--- config.mk ---
export PLATFORM = sky130hd
export DESIGN_NAME = bsg_fifo_axi_cmd_sched
export DESIGN_NICKNAME = d
export VERILOG_FILES = /design/src/rtl/bsg_fifo_axi_pkg.sv /design/src/rtl/bsg_fifo_axi_credit_ctr.sv /design/src/rtl/bsg_fifo_axi_cmd_sched.sv
export SDC_FILE = /design/constraint.sdc
export NUM_CORES = 1
export LEC_CHECK = 0
export CAP_MARGIN = 20
export CELL_PAD_IN_SITES_DETAIL_PLACEMENT = 1
export CELL_PAD_IN_SITES_GLOBAL_PLACEMENT = 1
export CORE_UTILIZATION = 37
export DETAILED_ROUTE_END_ITERATION = 7
export HOLD_SLACK_MARGIN = 0.05
export PLACE_DENSITY = 0.85
export SLEW_MARGIN = 15
export SYNTH_ARGS = -nofsm -noshare
export SYNTH_HDL_FRONTEND = slang
export SYNTH_SLANG_ARGS = --single-unit
--- constraint.sdc ---
create_clock -name clk_i -period 4.95 [get_ports clk_i]
set_input_delay 0.7425 -clock clk_i [delete_from_list [all_inputs] [get_ports clk_i]]
set_output_delay 0.7425 -clock clk_i [all_outputs]
set_load 0.1 [all_outputs]
--- src/rtl/bsg_fifo_axi_pkg.sv ---
// Shared types and constants for the FIFO-to-AXI command scheduler.
package bsg_fifo_axi_pkg;

  // Command opcodes carried in the top three bits of a FIFO entry.
  typedef enum logic [2:0] {
    OP_WRITE = 3'b000,
    OP_READ  = 3'b001
  } opcode_e;

  // A FIFO command. The opcode is kept as raw bits so illegal codes survive.
  typedef struct packed {
    logic [2:0]  opcode;
    logic [22:0] addr23;
  } cmd_t;

  // Address issue FSM states.
  typedef enum logic [1:0] {
    S_IDLE  = 2'd0,
    S_AW    = 2'd1,
    S_AR    = 2'd2,
    S_DRAIN = 2'd3
  } state_e;

  // First-error cause codes reported on err_code_o.
  localparam logic [1:0] ERR_NONE   = 2'd0;
  localparam logic [1:0] ERR_OPCODE = 2'd1;
  localparam logic [1:0] ERR_RESP   = 2'd2;
  localparam logic [1:0] ERR_W_SPUR = 2'd3;

endpackage

--- src/rtl/bsg_fifo_axi_credit_ctr.sv ---
// Up/down counter that saturates at 0 and max_p, with at-max and zero flags.
// next_zero_o looks at the value being loaded this cycle so callers can act
// on the counter becoming empty without waiting a cycle.
module bsg_fifo_axi_credit_ctr
  #(parameter int max_p   = 4,
    parameter int width_p = $clog2(max_p + 1))
  (input  logic clk_i,
   input  logic reset_n_i,
   input  logic up_i,
   input  logic down_i,
   output logic at_max_o,
   output logic zero_o,
   output logic next_zero_o);

  localparam logic [width_p-1:0] max_lp = width_p'(max_p);
  localparam logic [width_p-1:0] one_lp = width_p'(1);

  logic [width_p-1:0] count_q, count_d;

  // Next count: simultaneous up and down cancel; both ends saturate.
  always_comb begin
    count_d = count_q;
    if (up_i && !down_i) begin
      if (count_q != max_lp) count_d = count_q + one_lp;
      else                   count_d = count_q;
    end else if (down_i && !up_i) begin
      if (count_q != '0) count_d = count_q - one_lp;
      else               count_d = count_q;
    end else begin
      count_d = count_q;
    end
  end

  // Count register with synchronous active-low reset.
  always_ff @(posedge clk_i) begin
    if (!reset_n_i) count_q <= '0;
    else            count_q <= count_d;
  end

  assign at_max_o    = (count_q == max_lp);
  assign zero_o      = (count_q == '0);
  assign next_zero_o = (count_d == '0);

endmodule

--- src/rtl/bsg_fifo_axi_cmd_sched.sv ---
// Command scheduler between the DMC command FIFO and the AXI master bridge.
// Pops commands, drives AW/AR, caps outstanding traffic per direction, gates
// the write-data path per burst with WLAST, retires B/R and handles drains.
module bsg_fifo_axi_cmd_sched
  import bsg_fifo_axi_pkg::*;
  #(parameter int axi_id_width_p    = 6,
    parameter int axi_addr_width_p  = 32,
    parameter int axi_burst_len_p   = 2,
    parameter int addr_shift_p      = 5,
    parameter int max_outstanding_p = 4)
  (input  logic                        clk_i,
   input  logic                        reset_n_i,
   input  logic                        cmd_v_i,
   input  logic [25:0]                 cmd_data_i,
   output logic                        cmd_yumi_o,
   input  logic                        flush_i,
   output logic                        flush_done_o,
   output logic                        axi_awvalid_o,
   input  logic                        axi_awready_i,
   output logic [axi_id_width_p-1:0]   axi_awid_o,
   output logic [axi_addr_width_p-1:0] axi_awaddr_o,
   output logic                        axi_arvalid_o,
   input  logic                        axi_arready_i,
   output logic [axi_id_width_p-1:0]   axi_arid_o,
   output logic [axi_addr_width_p-1:0] axi_araddr_o,
   input  logic                        w_fire_i,
   output logic                        w_en_o,
   output logic                        axi_wlast_o,
   input  logic                        axi_bvalid_i,
   input  logic [1:0]                  axi_bresp_i,
   output logic                        axi_bready_o,
   input  logic                        r_fire_i,
   input  logic                        axi_rlast_i,
   input  logic [1:0]                  axi_rresp_i,
   output logic                        error_o,
   output logic [1:0]                  err_code_o);

  localparam int beat_width_lp = (axi_burst_len_p > 1) ? $clog2(axi_burst_len_p) : 1;
  localparam logic [beat_width_lp-1:0] beat_last_lp = beat_width_lp'(axi_burst_len_p - 1);
  localparam logic [beat_width_lp-1:0] beat_one_lp  = beat_width_lp'(1);
  localparam logic [axi_id_width_p-1:0] id_one_lp   = axi_id_width_p'(1);

  cmd_t   cmd;
  state_e state_q, state_d;

  logic accept, op_illegal;
  logic aw_hs, ar_hs, b_hs, r_done, w_beat, w_done, resp_err, w_spur;
  logic wr_at_max, wr_zero, wr_next_zero;
  logic rd_at_max, rd_zero, rd_next_zero;
  logic wp_at_max, wp_zero, wp_next_zero;
  logic drained, cnt_unused;

  logic [axi_addr_width_p-1:0] addr_fmt;
  logic [axi_addr_width_p-1:0] aw_addr_q, ar_addr_q;
  logic [axi_id_width_p-1:0]   aw_id_q, ar_id_q, id_q;
  logic [beat_width_lp-1:0]    beat_q;
  logic                        flush_done_q;
  logic                        error_q, error_d;
  logic [1:0]                  err_code_q, err_code_d;

  assign cmd      = cmd_t'(cmd_data_i);
  assign addr_fmt = axi_addr_width_p'(cmd.addr23) << addr_shift_p;

  // B is always accepted; the outstanding cap keeps the slave bounded.
  assign axi_bready_o = 1'b1;

  // Valids come from the FSM state but drop as soon as reset is applied.
  assign axi_awvalid_o = (state_q == S_AW) & reset_n_i;
  assign axi_arvalid_o = (state_q == S_AR) & reset_n_i;
  assign cmd_yumi_o    = cmd_v_i & accept & reset_n_i;

  assign aw_hs  = axi_awvalid_o & axi_awready_i;
  assign ar_hs  = axi_arvalid_o & axi_arready_i;
  assign b_hs   = axi_bvalid_i & axi_bready_o;
  assign r_done = r_fire_i & axi_rlast_i;

  assign w_en_o      = ~wp_zero;
  assign axi_wlast_o = w_en_o & (beat_q == beat_last_lp);
  assign w_beat      = w_fire_i & w_en_o;
  assign w_done      = w_beat & axi_wlast_o;
  assign w_spur      = w_fire_i & ~w_en_o;
  assign resp_err    = (b_hs & (axi_bresp_i != 2'b00)) | (r_fire_i & (axi_rresp_i != 2'b00));

  // Drain completes once every counter will be empty after this cycle.
  assign drained = wr_next_zero & rd_next_zero & wp_next_zero;

  // The settled-zero flags of the address counters have no consumer.
  assign cnt_unused = wr_zero ^ rd_zero;

  bsg_fifo_axi_credit_ctr #(.max_p(max_outstanding_p)) wr_ctr (
    .clk_i(clk_i), .reset_n_i(reset_n_i), .up_i(aw_hs), .down_i(b_hs),
    .at_max_o(wr_at_max), .zero_o(wr_zero), .next_zero_o(wr_next_zero));

  bsg_fifo_axi_credit_ctr #(.max_p(max_outstanding_p)) rd_ctr (
    .clk_i(clk_i), .reset_n_i(reset_n_i), .up_i(ar_hs), .down_i(r_done),
    .at_max_o(rd_at_max), .zero_o(rd_zero), .next_zero_o(rd_next_zero));

  bsg_fifo_axi_credit_ctr #(.max_p(max_outstanding_p)) wp_ctr (
    .clk_i(clk_i), .reset_n_i(reset_n_i), .up_i(aw_hs), .down_i(w_done),
    .at_max_o(wp_at_max), .zero_o(wp_zero), .next_zero_o(wp_next_zero));

  // Issue FSM next state and pop decision; blocked commands stay at the head.
  always_comb begin
    state_d    = state_q;
    accept     = 1'b0;
    op_illegal = 1'b0;
    case (state_q)
      S_IDLE: begin
        if (flush_i) begin
          state_d = S_DRAIN;
        end else if (cmd_v_i) begin
          case (cmd.opcode)
            OP_WRITE: begin
              accept  = ~wr_at_max & ~wp_at_max;
              if (accept) state_d = S_AW;
              else        state_d = S_IDLE;
            end
            OP_READ: begin
              accept  = ~rd_at_max;
              if (accept) state_d = S_AR;
              else        state_d = S_IDLE;
            end
            default: begin
              accept     = 1'b1;
              op_illegal = 1'b1;
              state_d    = S_IDLE;
            end
          endcase
        end else begin
          state_d = S_IDLE;
        end
      end
      S_AW: begin
        if (aw_hs) state_d = S_IDLE;
        else       state_d = S_AW;
      end
      S_AR: begin
        if (ar_hs) state_d = S_IDLE;
        else       state_d = S_AR;
      end
      S_DRAIN: begin
        if (drained) state_d = S_IDLE;
        else         state_d = S_DRAIN;
      end
      default: state_d = S_IDLE;
    endcase
  end

  // FSM state register.
  always_ff @(posedge clk_i) begin
    if (!reset_n_i) state_q <= S_IDLE;
    else            state_q <= state_d;
  end

  // Capture address/ID at the pop and advance the shared ID on each handshake.
  always_ff @(posedge clk_i) begin
    if (!reset_n_i) begin
      aw_addr_q <= '0;
      aw_id_q   <= '0;
      ar_addr_q <= '0;
      ar_id_q   <= '0;
      id_q      <= '0;
    end else begin
      if (cmd_yumi_o && (state_d == S_AW)) begin
        aw_addr_q <= addr_fmt;
        aw_id_q   <= id_q;
      end
      if (cmd_yumi_o && (state_d == S_AR)) begin
        ar_addr_q <= addr_fmt;
        ar_id_q   <= id_q;
      end
      if (aw_hs || ar_hs) id_q <= id_q + id_one_lp;
    end
  end

  assign axi_awaddr_o = aw_addr_q;
  assign axi_awid_o   = aw_id_q;
  assign axi_araddr_o = ar_addr_q;
  assign axi_arid_o   = ar_id_q;

  // Beat position within the current write burst.
  always_ff @(posedge clk_i) begin
    if (!reset_n_i)  beat_q <= '0;
    else if (w_done) beat_q <= '0;
    else if (w_beat) beat_q <= beat_q + beat_one_lp;
  end

  // Sticky error; when several causes land together, opcode beats response beats stray W.
  always_comb begin
    error_d    = error_q;
    err_code_d = err_code_q;
    if (!error_q) begin
      if (cmd_yumi_o && op_illegal) begin
        error_d    = 1'b1;
        err_code_d = ERR_OPCODE;
      end else if (resp_err) begin
        error_d    = 1'b1;
        err_code_d = ERR_RESP;
      end else if (w_spur) begin
        error_d    = 1'b1;
        err_code_d = ERR_W_SPUR;
      end else begin
        error_d    = 1'b0;
        err_code_d = ERR_NONE;
      end
    end else begin
      error_d    = 1'b1;
      err_code_d = err_code_q;
    end
  end

  // Error and drain-complete registers.
  always_ff @(posedge clk_i) begin
    if (!reset_n_i) begin
      error_q      <= 1'b0;
      err_code_q   <= ERR_NONE;
      flush_done_q <= 1'b0;
    end else begin
      error_q      <= error_d;
      err_code_q   <= err_code_d;
      flush_done_q <= (state_q == S_DRAIN) & drained;
    end
  end

  assign error_o      = error_q;
  assign err_code_o   = err_code_q;
  assign flush_done_o = flush_done_q;

endmodule

After elaboration in Yosys (flattened, before gate mapping)
Index checks and enable logic that the tools add are counted.
{"block": "op_classes", "addsub": 8, "multipliers": 0, "div": 0, "magnitude_cmp": 0, "n_eq_ne": 12, "shifts": 0, "mux": 36, "n_bitwise": 23, "reduce_logical": 28}
{"operator": "$mux 3", "n": 12}
{"operator": "$and 1x1->1", "n": 17}
{"operator": "$mux 2", "n": 8}
{"operator": "$logic_not 3->1", "n": 5}
{"operator": "$mux 1", "n": 13}
{"operator": "$add 3x1->3 const B", "n": 3}
{"operator": "$eq 3x3->1 const B", "n": 3}
{"operator": "$logic_and 1x1->1", "n": 9}
{"operator": "$ne 3x3->1 const B", "n": 3}
{"operator": "$reduce_bool 3->1", "n": 3}
{"operator": "$sub 3x1->3 const B", "n": 3}
{"operator": "$pmux 2 s4", "n": 1}
{"operator": "$add 6x1->6 const B", "n": 1}
{"operator": "$eq 2x2->1 const B", "n": 3}
{"operator": "$logic_not 1->1", "n": 5}
{"operator": "$not 1->1", "n": 5}
{"operator": "$eq 2x1->1 const B", "n": 2}
{"operator": "$pmux 2 s2", "n": 1}
{"operator": "$reduce_bool 2->1", "n": 2}
{"operator": "$reduce_or 2->1", "n": 2}
{"operator": "$eq 3x1->1 const B", "n": 1}
{"operator": "$logic_not 2->1", "n": 1}
{"operator": "$pmux 1 s2", "n": 1}
{"operator": "$add 1x1->1 const B", "n": 1}
{"operator": "2 further kinds", "n": 2}
{"block": "totals", "reg_bits": 80, "latch_bits": 0, "ram_bits": 0, "rom_bits": 0, "inputBits": 40, "out_inout_bits": 86, "wordCells": 120, "mem_count": 0}

Depth between registers and ports, before layout
{"block": "logic_depth", "ltp_word": 14, "ltp_mapped": 10, "ltp_nobuf": 9}

By module
Synthesis repeated with hierarchy kept, for this count alone.
{"block": "unflattened", "hier_cells": 451, "hier_area_um2": 4057.6}
{"mod": "bsg_fifo_axi_cmd_sched", "n_inst": 1, "cells_each": 331, "area_per_inst_um2": 3066.7, "seq_area_each_um2": 1421.4}
{"mod": "bsg_fifo_axi_credit_ctr", "n_inst": 3, "cells_each": 40, "area_per_inst_um2": 330.3, "seq_area_each_um2": 60.1}

Worst setup path before layout
No wires, ideal clock.
{"block": "synth_timing", "path_kind": "in2out", "from": "input port reset_n_i", "to": "output port axi_arvalid_o", "arrival_time_ns": 2.429, "required_ns": 4.208, "setup_slack_ns": 1.778, "stages": 4, "path_buffers": 2, "cell_sequence": "buf_4 -> clkbuf_1 -> nand2_1 -> nor2_1"}
{"block": "synth_between", "elab_chain_len": 1}
{"item": "start, declared", "line": "bsg_fifo_axi_cmd_sched.sv:12", "source": "input logic reset_n_i,"}
{"item": "$and 1x1->1", "line": "bsg_fifo_axi_cmd_sched.sv:69", "source": "assign axi_arvalid_o = (state_q == S_AR) & reset_n_i;"}
{"item": "end, declared", "line": "bsg_fifo_axi_cmd_sched.sv:22", "source": "output logic axi_arvalid_o,"}
No other way between the ends.

Worst setup path in the final report
{"block": "layout_timing", "from": "register wp_ctr.count_q[0]", "to": "output port axi_wlast_o"}
{"block": "layout_between", "elab_chain_len": 3}
{"item": "start, declared", "line": "bsg_fifo_axi_credit_ctr.sv:18", "source": "logic [width_p-1:0] count_q, count_d;"}
{"item": "start signal, assigned", "line": "bsg_fifo_axi_credit_ctr.sv:37", "source": "else count_q <= count_d;"}
{"item": "$logic_not 3->1", "line": "bsg_fifo_axi_credit_ctr.sv:41", "source": "assign zero_o = (count_q == '0);"}
{"item": "$not 1->1", "line": "bsg_fifo_axi_cmd_sched.sv:77", "source": "assign w_en_o = ~wp_zero;"}
{"item": "$and 1x1->1", "line": "bsg_fifo_axi_cmd_sched.sv:78", "source": "assign axi_wlast_o = w_en_o & (beat_q == beat_last_lp);"}
{"item": "end, declared", "line": "bsg_fifo_axi_cmd_sched.sv:28", "source": "output logic axi_wlast_o,"}
No other way between the ends.

==> results.py <==
metrics = {
    "worst_setup_path": {
        "slowest_delay_ns": 1.12,
        "cp_top_family": "buffers and inverters",
        "crit_slowest_cell": "clkdlybuf4s50_1",
        "critical_path_buf_inv_count": 3,
        "start_kind": "flip-flop",
        "worstSetupPathType": "reg2out",
        "crit_chain": "inv_1, ha_1, nor2b_1, inv_1, and2_1, clkdlybuf4s50_1",
        "arrival_ns": 2.66,
        "cpMostUsedCell": "inv_1",
        "cp.required_ns": 4.21,
        "cp-end-kind": "primary output",
        "cp_max_fo": 5,
    },
    "drt": {
        "drtIter0Drc": 102,
        "vias_per_cell": 4.89,
        "vias": 3035,
        "drc_errors": 0,
        "firstDrtPassIters": 4,
        "antenna_left": 0,
        "wirelength_um": 10500,
        "wire_per_inst_um": 17.0,
    },
    "pwr": {
        "p_switching_uw": 772,
        "ir_drop_mv": 0.137,
        "p_total_mw": 1.94,
        "combinationalPowerShare_pct": 35.3,
        "swShare_pct": 39.8,
        "seq_power_share_pct": 37.9,
        "p_per_area_nw_per_um2": 381,
        "clock_power_share_pct": 26.8,
        "p_int_mw": 1.17,
        "leakagePower_nw": 2.24,
    },
    "synth": {
        "synth_compound_area_share_pct": 8.08,
        "netlist_area_um2": 3840,
        "ys.flop_type": "dfxtp_1",
        "synth-xor-area-share_pct": 1.37,
        "synth_warnings": 0,
        "yosys.area_share.adder_pct": 3.26,
        "ys_seq_elements": 80,
        "synth_cells": 386,
        "async_reset_ff_share_pct": 0,
        "ys_seq_area_share_pct": 41.7,
        "synthDistinctLibCells": 52,
        "synth_top_family_by_area": "simple AND/OR/NAND/NOR gates",
        "avgSynthCellArea_um2": 9.95,
        "synth_edf_count": 0,
        "synth-simple-area-share_pct": 21.6,
        "synth_mux_area_share_pct": 15.7,
    },
    "cells_and_area": {
        "design_area_um2": 5080,
        "drive_above_1_share_pct": 6.76,
        "final_cell_mix": "clkdlybuf4s50_1 (103), dfxtp_1 (80), nor2b_1 (63), mux2i_1 (58), conb_1 (19)",
        "antenna_cells": 0,
        "instances_no_fill": 621,
        "utilization_pct": 51.3,
        "final_nets": 533,
        "final_common_cell": "clkdlybuf4s50_1",
        "area_growth_pct": 32.3,
        "num-fill-cells": 1127,
    },
    "clocking": {
        "ctsHoldBuffers": 0,
        "cts_root_buf": "clkbuf_8",
        "clk_pin_slew_worst_paths_ns": 0.09,
        "cts_buffer_depth": 2,
        "numCtsBuffers": 9,
        "cts_sinks": 80,
        "clkLatencyLatePin_ns": 0.36,
        "cts_setup_buffers": 0,
        "htreeDepth": 3,
        "cts_resized": 0,
        "cts_tree": "done",
    },
    "global_routing": {
        "grt_overflow_total": 0,
        "antenna_found_initial": 0,
        "first_global_vias": 3224,
        "gr-usage-all-layers_pct": 20.2,
        "grt_max_degree": 87,
        "grt_pass1_wl_um": 17200,
    },
    "sta": {
        "hold_viol": 0,
        "slew_headroom_pct": 31.3,
        "fin_skew_ns": 0.00916,
        "setup_tns_ns": 0,
        "finalSetupViolations": 0,
        "hold_slack_ns": 0.525,
        "drv_slew": 0,
        "max_freq_mhz": 294,
        "fin_ws_ns": 1.55,
        "finalCriticalPeriod_ns": 3.40,
        "rsz0062_at_grt": "false",
        "tightest_slew_ns": 1.03,
        "fin_crit_sh_pct": 68.8,
    },
    "outcome": {
        "status": "completed",
    },
    "place": {
        "finalWeightedCongestion": 0.762,
        "dpl.cell_count": 605,
        "post_dp_cell_area_um2": 4870,
        "pre_cts_ws_ns": 1.72,
        "place_hpwl_um": 7730,
        "io_buffers": 106,
    },
    "die": {
        "pin_count": 126,
        "die_area_um2": 10800,
        "std_cell_rows": 36,
        "die_y_um": 104,
        "die_w_um": 104,
        "initial_core_util_pct": 38.8,
        "core_um2": 9910,
    },
    "run": {
        "cap_violations": 0,
    },
    "worst_hold_path": {
        "hold_path_class": "reg2reg",
    },
}
synth_stat cells (all sizes together), types with 3 or more instances:
| master | number | area (um2) |
|---|---|---|
| dfxtp | 80 | 1600 |
| nor2b | 63 | 394 |
| mux2i | 58 | 581 |
| buf | 29 | 233 |
| nand2 | 16 | 60.1 |
| inv | 12 | 45.0 |
| a21oi | 11 | 55.1 |
| and2 | 11 | 71.3 |
| ha | 10 | 125 |
| clkbuf | 9 | 33.8 |
| nand3 | 9 | 45.0 |
| o21ai | 9 | 45.0 |
| nor2 | 6 | 22.5 |
| nand4 | 5 | 31.3 |
| nor3 | 5 | 25.0 |
| a21boi | 4 | 30.0 |
| nand2b | 4 | 25.0 |
| o211ai | 4 | 30.0 |
| xnor2 | 4 | 35.0 |
| nor3b | 3 | 22.5 |
sequential cells by signal, summed over array words and instances, names as in the netlist, 2 cells and up:
register,count
state_q,2
axi_awid_o,6
axi_araddr_o,23
err_code_o,2
wp_ctr.count_q,3
wr_ctr.count_q,3
rd_ctr.count_q,3
axi_arid_o,6
axi_awaddr_o,23
id_q,6
routing by layer:
metal	wire (um)	share of wire, %	up-vias	track usage (%)
li1	-	-	1479	-
met1	4620	44	1445	23.2
met2	5210	49	98	35.8
met3	542	5.1	13	6.27
met4	176	1.7	0	6.12
met5	0	0	-	0
tightest hold or removal path, cell delays in order, from the launching register on:
cell     delay, ns
dfxtp_1       0.33
mux2i_1       0.07
nor2b_1       0.09
power by group through the flow:
stage	sequential, mW	combinational (mW)	clock, mW
CTS	0.735	0.683	0.526
finish	0.735	0.684	0.519
detailed placement	0.749	0.679	0
floorplan	0.904	0.378	0
global route	0.741	0.724	0.559
global placement	0.746	0.657	0
cell families (layout without fill, tap and decap cells):
family,after synthesis,count (layout)
DFF,80,80
other,2,19
AOI/OAI and AO/OA,44,44
xor gates and xnor gates,6,6
adders and majority gates,10,10
buffers and inverters,50,135
and+or+nand+nor,135,135
muxes,59,59
cell type report:
| class | instances | area [um2] | area share (%) |
|---|---|---|---|
| clock buffers | 11 | 151 | 2.98 |
| clock inverters | 5 | 62.6 | 1.23 |
| inverters | 12 | 45.0 | 0.886 |
| multi-input cells | 273 | 2000 | 39.3 |
| flip-flops and latches | 80 | 1600 | 31.5 |
| well taps | 133 | 166 | 3.27 |
| repair buffers | 107 | 1060 | 20.8 |
worst paths after layout:
path / startpoint / to / depth (start not counted) / slack, ns
max: wp_ctr.count_q[0]$_SDFF_PN0_ / axi_wlast_o / 6 / 1.55
min: axi_araddr_o[20]$_SDFFE_PN0P_ / axi_araddr_o[20]$_SDFFE_PN0P_ / 2 / 0.53
max reg2reg: state_q[0]$_SDFF_PN0_ / axi_awaddr_o[17]$_SDFFE_PN0P_ / 6 / 2.35
min reg2reg: axi_araddr_o[20]$_SDFFE_PN0P_ / axi_araddr_o[20]$_SDFFE_PN0P_ / 2 / 0.53
(Power assumes the default switching activity.)
